`config.mk`:
```
export PLATFORM = sky130hd
export DESIGN_NAME = cordic_angle_reducer_flat
export DESIGN_NICKNAME = d
export VERILOG_FILES = /design/src/rtl/cordic_angle_reducer_if.sv /design/src/rtl/cordic_angle_reducer.sv /design/src/flat_wrapper.sv
export SDC_FILE = /design/constraint.sdc
export NUM_CORES = 1
export LEC_CHECK = 0
export CAP_MARGIN = 20
export CORE_ASPECT_RATIO = 1.25
export CORE_UTILIZATION = 68
export DETAILED_ROUTE_END_ITERATION = 8
export PLACE_DENSITY = 0.95
export SLEW_MARGIN = 20
export SYNTH_ARGS = -nofsm -noshare
export SYNTH_HDL_FRONTEND = slang
export SYNTH_SLANG_ARGS = --single-unit
```
`constraint.sdc`:
```
create_clock -name clk -period 9.6 [get_ports clk]
set_input_delay 2.4 -clock clk [delete_from_list [all_inputs] [get_ports clk]]
set_output_delay 2.4 -clock clk [all_outputs]
set_load 0.01 [all_outputs]
```
`src/rtl/cordic_angle_reducer_if.sv`:
```
// Handshake bundle for cordic_angle_reducer: float angle in, reduced Q2.20 angle out.
// slave = reducer side, master = producer/consumer side.
interface cordic_angle_reducer_if;
    logic        in_valid;
    logic        in_ready;
    logic [31:0] angle_float;
    logic        out_valid;
    logic        out_ready;
    logic [21:0] angle_out;
    logic        negate_out;
    logic        range_err;

    modport slave (
        input  in_valid,
        input  angle_float,
        input  out_ready,
        output in_ready,
        output out_valid,
        output angle_out,
        output negate_out,
        output range_err
    );

    modport master (
        output in_valid,
        output angle_float,
        output out_ready,
        input  in_ready,
        input  out_valid,
        input  angle_out,
        input  negate_out,
        input  range_err
    );
endinterface

```
`src/rtl/cordic_angle_reducer.sv`:
```
// Range reduction of an IEEE-754 single angle to [0, pi/2] as Q2.20 plus cosine negate flag.
// Ports: clk, reset (sync, active-high), bus (slave: in_valid/in_ready/angle_float,
// out_valid/out_ready/angle_out/negate_out/range_err).
module cordic_angle_reducer #(
    parameter int MAX_EXP = 7
) (
    input  logic                  clk,
    input  logic                  reset,
    cordic_angle_reducer_if.slave bus
);
    localparam int W  = MAX_EXP + 28;
    localparam int KW = $clog2(MAX_EXP);

    localparam logic [W-1:0] TWO_PI = W'(64'h6487ED51);
    localparam logic [W-1:0] PI     = W'(64'h3243F6A9);
    localparam logic [W-1:0] PI_2   = W'(64'h1921FB54);
    localparam logic [W-1:0] HALF   = W'(64'h80);

    localparam logic [KW-1:0] K_TOP = KW'(MAX_EXP - 3);
    localparam logic [7:0]    E_LIM = 8'(127 + MAX_EXP);

    localparam logic [2:0] IDLE   = 3'd0;
    localparam logic [2:0] UNPACK = 3'd1;
    localparam logic [2:0] REDUCE = 3'd2;
    localparam logic [2:0] FOLD   = 3'd3;
    localparam logic [2:0] DONE   = 3'd4;

    logic [2:0]    state;
    logic [30:0]   fbits;
    logic [W-1:0]  mag;
    logic          err;
    logic [KW-1:0] k;

    logic          valid_q;
    logic [21:0]   angle_q;
    logic          neg_q;
    logic          err_q;

    logic [7:0]    e;
    logic [W-1:0]  mant_w;
    logic [W-1:0]  unp;
    logic          unp_err;
    logic [W-1:0]  step;
    logic [W-1:0]  m1;
    logic [W-1:0]  m2;
    logic          f_neg;
    logic [W-1:0]  rnd;
    logic          unused;

    assign e       = fbits[30:23];
    assign mant_w  = {{(W-24){1'b0}}, 1'b1, fbits[22:0]};
    assign unp_err = (e >= E_LIM);

    // Place the 24-bit significand on the Q.28 grid: bit 23 weighs 2^(e-127),
    // so the shift is e-122; right shifts truncate to zero naturally.
    always_comb begin
        unp = '0;
        if (e != 8'd0 && !unp_err) begin
            if (e >= 8'd122)
                unp = mant_w << (e - 8'd122);
            else
                unp = mant_w >> (8'd122 - e);
        end
    end

    assign step = TWO_PI << k;

    // Fold [0,2pi) onto [0,pi], then onto [0,pi/2] using cos(pi-x) = -cos(x).
    always_comb begin
        m1    = (mag > PI) ? (TWO_PI - mag) : mag;
        f_neg = (m1 > PI_2);
        m2    = f_neg ? (PI - m1) : m1;
        rnd   = m2 + HALF;
    end

    assign unused = ^{bus.angle_float[31], rnd[W-1:30], rnd[7:0]};

    always_ff @(posedge clk) begin
        if (reset) begin
            state   <= IDLE;
            fbits   <= '0;
            mag     <= '0;
            err     <= 1'b0;
            k       <= '0;
            valid_q <= 1'b0;
            angle_q <= '0;
            neg_q   <= 1'b0;
            err_q   <= 1'b0;
        end else begin
            unique case (state)
                IDLE: begin
                    if (bus.in_valid) begin
                        fbits <= bus.angle_float[30:0];
                        state <= UNPACK;
                    end
                end
                UNPACK: begin
                    mag   <= unp;
                    err   <= unp_err;
                    k     <= K_TOP;
                    state <= REDUCE;
                end
                REDUCE: begin
                    if (mag >= step)
                        mag <= mag - step;
                    if (k == '0)
                        state <= FOLD;
                    else
                        k <= k - 1'b1;
                end
                FOLD: begin
                    angle_q <= rnd[29:8];
                    neg_q   <= f_neg;
                    err_q   <= err;
                    valid_q <= 1'b1;
                    state   <= DONE;
                end
                DONE: begin
                    if (bus.out_ready) begin
                        valid_q <= 1'b0;
                        state   <= IDLE;
                    end
                end
                default: state <= IDLE;
            endcase
        end
    end

    assign bus.in_ready   = (state == IDLE) && !reset;
    assign bus.out_valid  = valid_q;
    assign bus.angle_out  = angle_q;
    assign bus.negate_out = neg_q;
    assign bus.range_err  = err_q;
endmodule

```
`src/flat_wrapper.sv`:
```
// flat-port wrapper written by rule: the top's interface ports become plain ports
module cordic_angle_reducer_flat 
#(
    parameter int MAX_EXP = 7
)
  (clk, reset, bus_in_valid, bus_angle_float, bus_out_ready, bus_in_ready, bus_out_valid, bus_angle_out, bus_negate_out, bus_range_err);
  cordic_angle_reducer_if bus_i ();
  input  logic clk;
  input  logic reset;
  input wire logic [$bits(bus_i.in_valid)-1:0] bus_in_valid;
  input wire logic [$bits(bus_i.angle_float)-1:0] bus_angle_float;
  input wire logic [$bits(bus_i.out_ready)-1:0] bus_out_ready;
  output wire logic [$bits(bus_i.in_ready)-1:0] bus_in_ready;
  output wire logic [$bits(bus_i.out_valid)-1:0] bus_out_valid;
  output wire logic [$bits(bus_i.angle_out)-1:0] bus_angle_out;
  output wire logic [$bits(bus_i.negate_out)-1:0] bus_negate_out;
  output wire logic [$bits(bus_i.range_err)-1:0] bus_range_err;
  assign bus_i.in_valid = bus_in_valid;
  assign bus_i.angle_float = bus_angle_float;
  assign bus_i.out_ready = bus_out_ready;
  assign bus_in_ready = bus_i.in_ready;
  assign bus_out_valid = bus_i.out_valid;
  assign bus_angle_out = bus_i.angle_out;
  assign bus_negate_out = bus_i.negate_out;
  assign bus_range_err = bus_i.range_err;
  cordic_angle_reducer #(.MAX_EXP(MAX_EXP)) u_core (.clk(clk), .reset(reset), .bus(bus_i));
endmodule
```
==> metrics.md <==
| Metric | Value |
|---|---|
| CP Launch Type | register |
| Diodes inserted | 0 |
| Non-Filler Instances | 1913 |
| Synth Warn # | 0 |
| Dpl hpwl | about 30000 um |
| Main combinational cell family by area after synthesis | compound AO/OA/AOI/OAI gates |
| Power Density | between 300 and 400 nW/um^2 |
| Post-CTS Setup Repair Bufs | 0 |
| R2r endpoint | u_core.bus.angle_out[15] |
| Syn avg cell area | 7.12 um^2 |
| Hold buffers post-CTS | 0 |
| Xor/xnor share of the synthesized area | 0.0823 |
| Crit end category | register |
| Commonest non-fill, non-tap cell in the layout | nand2_1 |
| RR Startpoint | u_core.mag[1] |
| H-Tree Level Count | 3 |
| Cell taking the most area after synthesis | dfxtp_1 |
| Clock sinks | 98 |
| P_sw | 2220 uW |
| Die Wd | about 120 um |
| Hold Path Sink | u_core.bus.range_err |
| Period utilisation layout | 0.747 |
| Final setup skew | 0.0152 ns |
| # resized after CTS | 0 |
| Top sig layer | met5 |
| # setup viols final | 0 |
| Post-synth top flop | dfxtp_1 |
| Skew-Pair Late Insertion Delay | roughly 0.37 ns |
| Worst reg2reg path depth | 21 |
| Minimum clock period | 7.17 ns |
| Most frequent cells in the layout | 208 x nand2_1, 193 x nor2_1, 150 x a21oi_1, 97 x dfxtp_1, 85 x a211oi_1 |
| Vias in the first global route | between 10000 and 15000 |
| Layout net count | between 1500 and 2000 |
| Met3 wire len | approximately 2500 um |
| 1st-pass router iterations | 6 |
| WL met1 | approximately 14000 um |
| Boundary pin count | 62 |
| Fin Setup TNS | 0 ns |
| Final slew viol count | 0 |
| Number of DRC markers in iteration 0 | 1074 |
| Root buffer cell | clkbuf_16 |
| Reg power frac | 0.170 |
| Critical path type | register to register |
| Pin count of the biggest net entering global routing | 70 |
| Total CTS buffers | 9 |
| Via count | 13200 |
| Global-route wire length before repair | approximately 62000 um |
| Critical hold path startpoint | u_core.bus.range_err |
| Via/cell ratio | 6.88 |
| Clk slew on worst S/H paths | 0.09 ns |
| Initial antenna violation count | 1 |
| Syn_nets | 1808 |
| Power after layout | between 3000 and 4000 uW |
| Worst IR drop on VDD | 0.176 mV |
| Comb pwr share | 0.734 |
| Async SR Flop Fraction | 0 |
| Yosys cell types | a little over 90 |
| Outcome | complete, no violations |
| Clock Path Buffers | 2 |
| Crit path required time | 9.89 ns |
| Hold Slack | 0.460 ns |
| Port buffer count | 60 |
| Max-cap violation count | 0 |
| F_max | 0.139 GHz |
| Pin slew with the least headroom to its limit | 1.17 ns |
| Fraction of layout cells with a size suffix above 1 | 0.0716 |
| HP Class | register to register |
| #FFs+latches synth | 98 |
| DRT Wirelength | 39200 um |
| Core ar. | 17600 um^2 |
| Clock share of power | 0.096 |
| Initial core utilization | 0.697 |
| Final core utilization | 0.744 |
| R2R setup slack | 2.43 ns |
| Hold violation total from the final report | 0 |
| Met2 wire length | 19200 um |
| # rows | 54 |
| Placer congestion estimate | roughly 1 |
| Register area share after synthesis | 0.160 |
| Die area | 18500 um^2 |
| Synth Instances | 1720 |
| Fill count | 1429 |
| Mux share of post-synthesis cell area | 0.0947 |
| DRC viols | 0 |
| Placed insts | between 1500 and 2000 |
| Simple-gate share of the synthesized area | 0.262 |
| Syn-to-layout area delta | 6.73% |
| RSZ-0062 raised after global routing | no |
| Die span in y | ~150 um |
| Number of synthesized flops with an enable pin | 0 |
| Compound-gate portion of the synthesized area | 0.289 |
| Post-Synth Adder-Cell Area | 0.0538 |
| Global Route Usage Sum | 0.426 |
| CP max FO | 14 |
| Routed WL per cell | 20.5 um |
| Grt total ovfl | 0 |
| Internal cell power | around 1800 uW |
| Antenna-violating nets left | 0 |
| Top cell type's share of synthesized area | 0.160 |
| Top cells by area, synth | dfxtp_1 16%, nand2_1 6.4%, a21oi_1 6.1% |
| Area of the mapped netlist | 12200 um^2 |
| Worst slew margin | 0.212 |
| Critical Path AT | 7.46 ns |
| Sw Ratio | 0.558 |
| CTS tree | yes |
| Hold path depth | 2 |
| Leak | 0.00464 uW |
## synthesized netlist by cell type, drive strengths merged (7+ instances only)
master,number
nand2,208
nor2,195
a21oi,150
dfxtp,98
clkbuf,95
a211oi,86
o21ai,76
xnor2,68
mux2i,58
ha,51
xor2,47
inv,42
nor3,41
nand3,38
and2,33
buf,33
nor2b,29
a31oi,28
nand4,25
mux4,21
a21o,18
o22ai,18
o211ai,17
a22oi,15
and3,15
nor4,15
nand2b,12
or2,12
a311oi,11
or3,10
mux2,9
o21bai,9
a221oi,8
o31ai,8
or4,8
and4,7
o21a,7
o32ai,7
## flip-flops by register name, indices dropped and copies added, names as in the netlist
register / cells
u_core.bus.angle_out: 22
u_core.bus.negate_out: 1
u_core.bus.out_valid: 1
u_core.bus.range_err: 1
u_core.err: 1
u_core.fbits: 31
u_core.k: 3
u_core.mag: 35
u_core.state: 3
## cell type report
| class | count | area (um^2) | share of cell area |
|---|---|---|---|
| clock buffer | 9 | 225 | 0.0172 |
| clock inverter | 7 | 71.3 | 0.00546 |
| inverter | 44 | 165 | 0.0126 |
| multi-input combinational | 1450 | 9600 | 0.735 |
| sequential | 98 | 1960 | 0.150 |
| tap | 224 | 280 | 0.0215 |
| timing repair buffer | 81 | 759 | 0.0581 |
## routing by layer
| metal | vias up | GRT usage |
|---|---|---|
| met5 | - | 0 |
| met4 | 2 | 0.360 |
| met3 | 219 | 0.0664 |
| met2 | 643 | 0.741 |
| met1 | 6026 | 0.439 |
| li1 | 6264 | - |
## logic make-up after synthesis
logic type      count (synthesis)
compound gates                526
buf+inv                       172
flops                          98
simple gates                  669
mux                            88
fa+ha+maj                      52
xor+xnor                      115
## through the flow
stage / worst slack (ns) / area (um^2)
6_report: 2.43 / 13100
5_1_grt: 1.89 / 13100
4_1_cts: 2.90 / 13000
3_5_place_dp: 2.92 / 12700
3_3_place_gp: 3.10 / 12700
2_1_floorplan: 4.06 / 12200
## how the worst max path moves through the flow
stage | startpoint | endpoint | slack (ns) | cells after the start
after detailed placement | u_core.mag[1] | u_core.bus.angle_out[21] | 2.92 | 21
after global routing | u_core.mag[1] | u_core.bus.angle_out[15] | 1.89 | 21
after global placement | u_core.mag[1] | u_core.bus.angle_out[21] | 3.10 | 21
after CTS | u_core.mag[1] | u_core.bus.angle_out[21] | 2.90 | 21
final | u_core.mag[1] | u_core.bus.angle_out[15] | 2.43 | 21
after floorplan | reset | bus_in_ready | 4.06 | 3
## power groups by stage
stage               logic (uW)  registers [uW]  clock network (uW)
floorplan                 2380             535                   0
global placement          2730             667                   0
detailed placement        2800             675                   0
CTS                       2820             665                 382
global route              3170             690                 396
finish                    2920             677                 380
## critical path, cell delays in order, from the launching register on
cell       delay, ns
dfxtp_1         0.53
inv_1           0.24
ha_1            0.35
nor2b_1         0.25
o211ai_1        0.95
a311o_1         0.37
mux2_4          0.31
a221o_1         0.39
o2bb2ai_1       0.22
nor2_1          0.21
o31ai_2         0.16
o21ai_1         0.94
nand2_1         0.18
xnor2_1         0.21
ha_1            0.18
inv_1           0.06
o22ai_1         0.21
o21ai_0         0.32
nor4_4          0.44
nand3_1         0.15
xor2_1          0.18
a211oi_1        0.22
(Power assumes the default switching activity.)
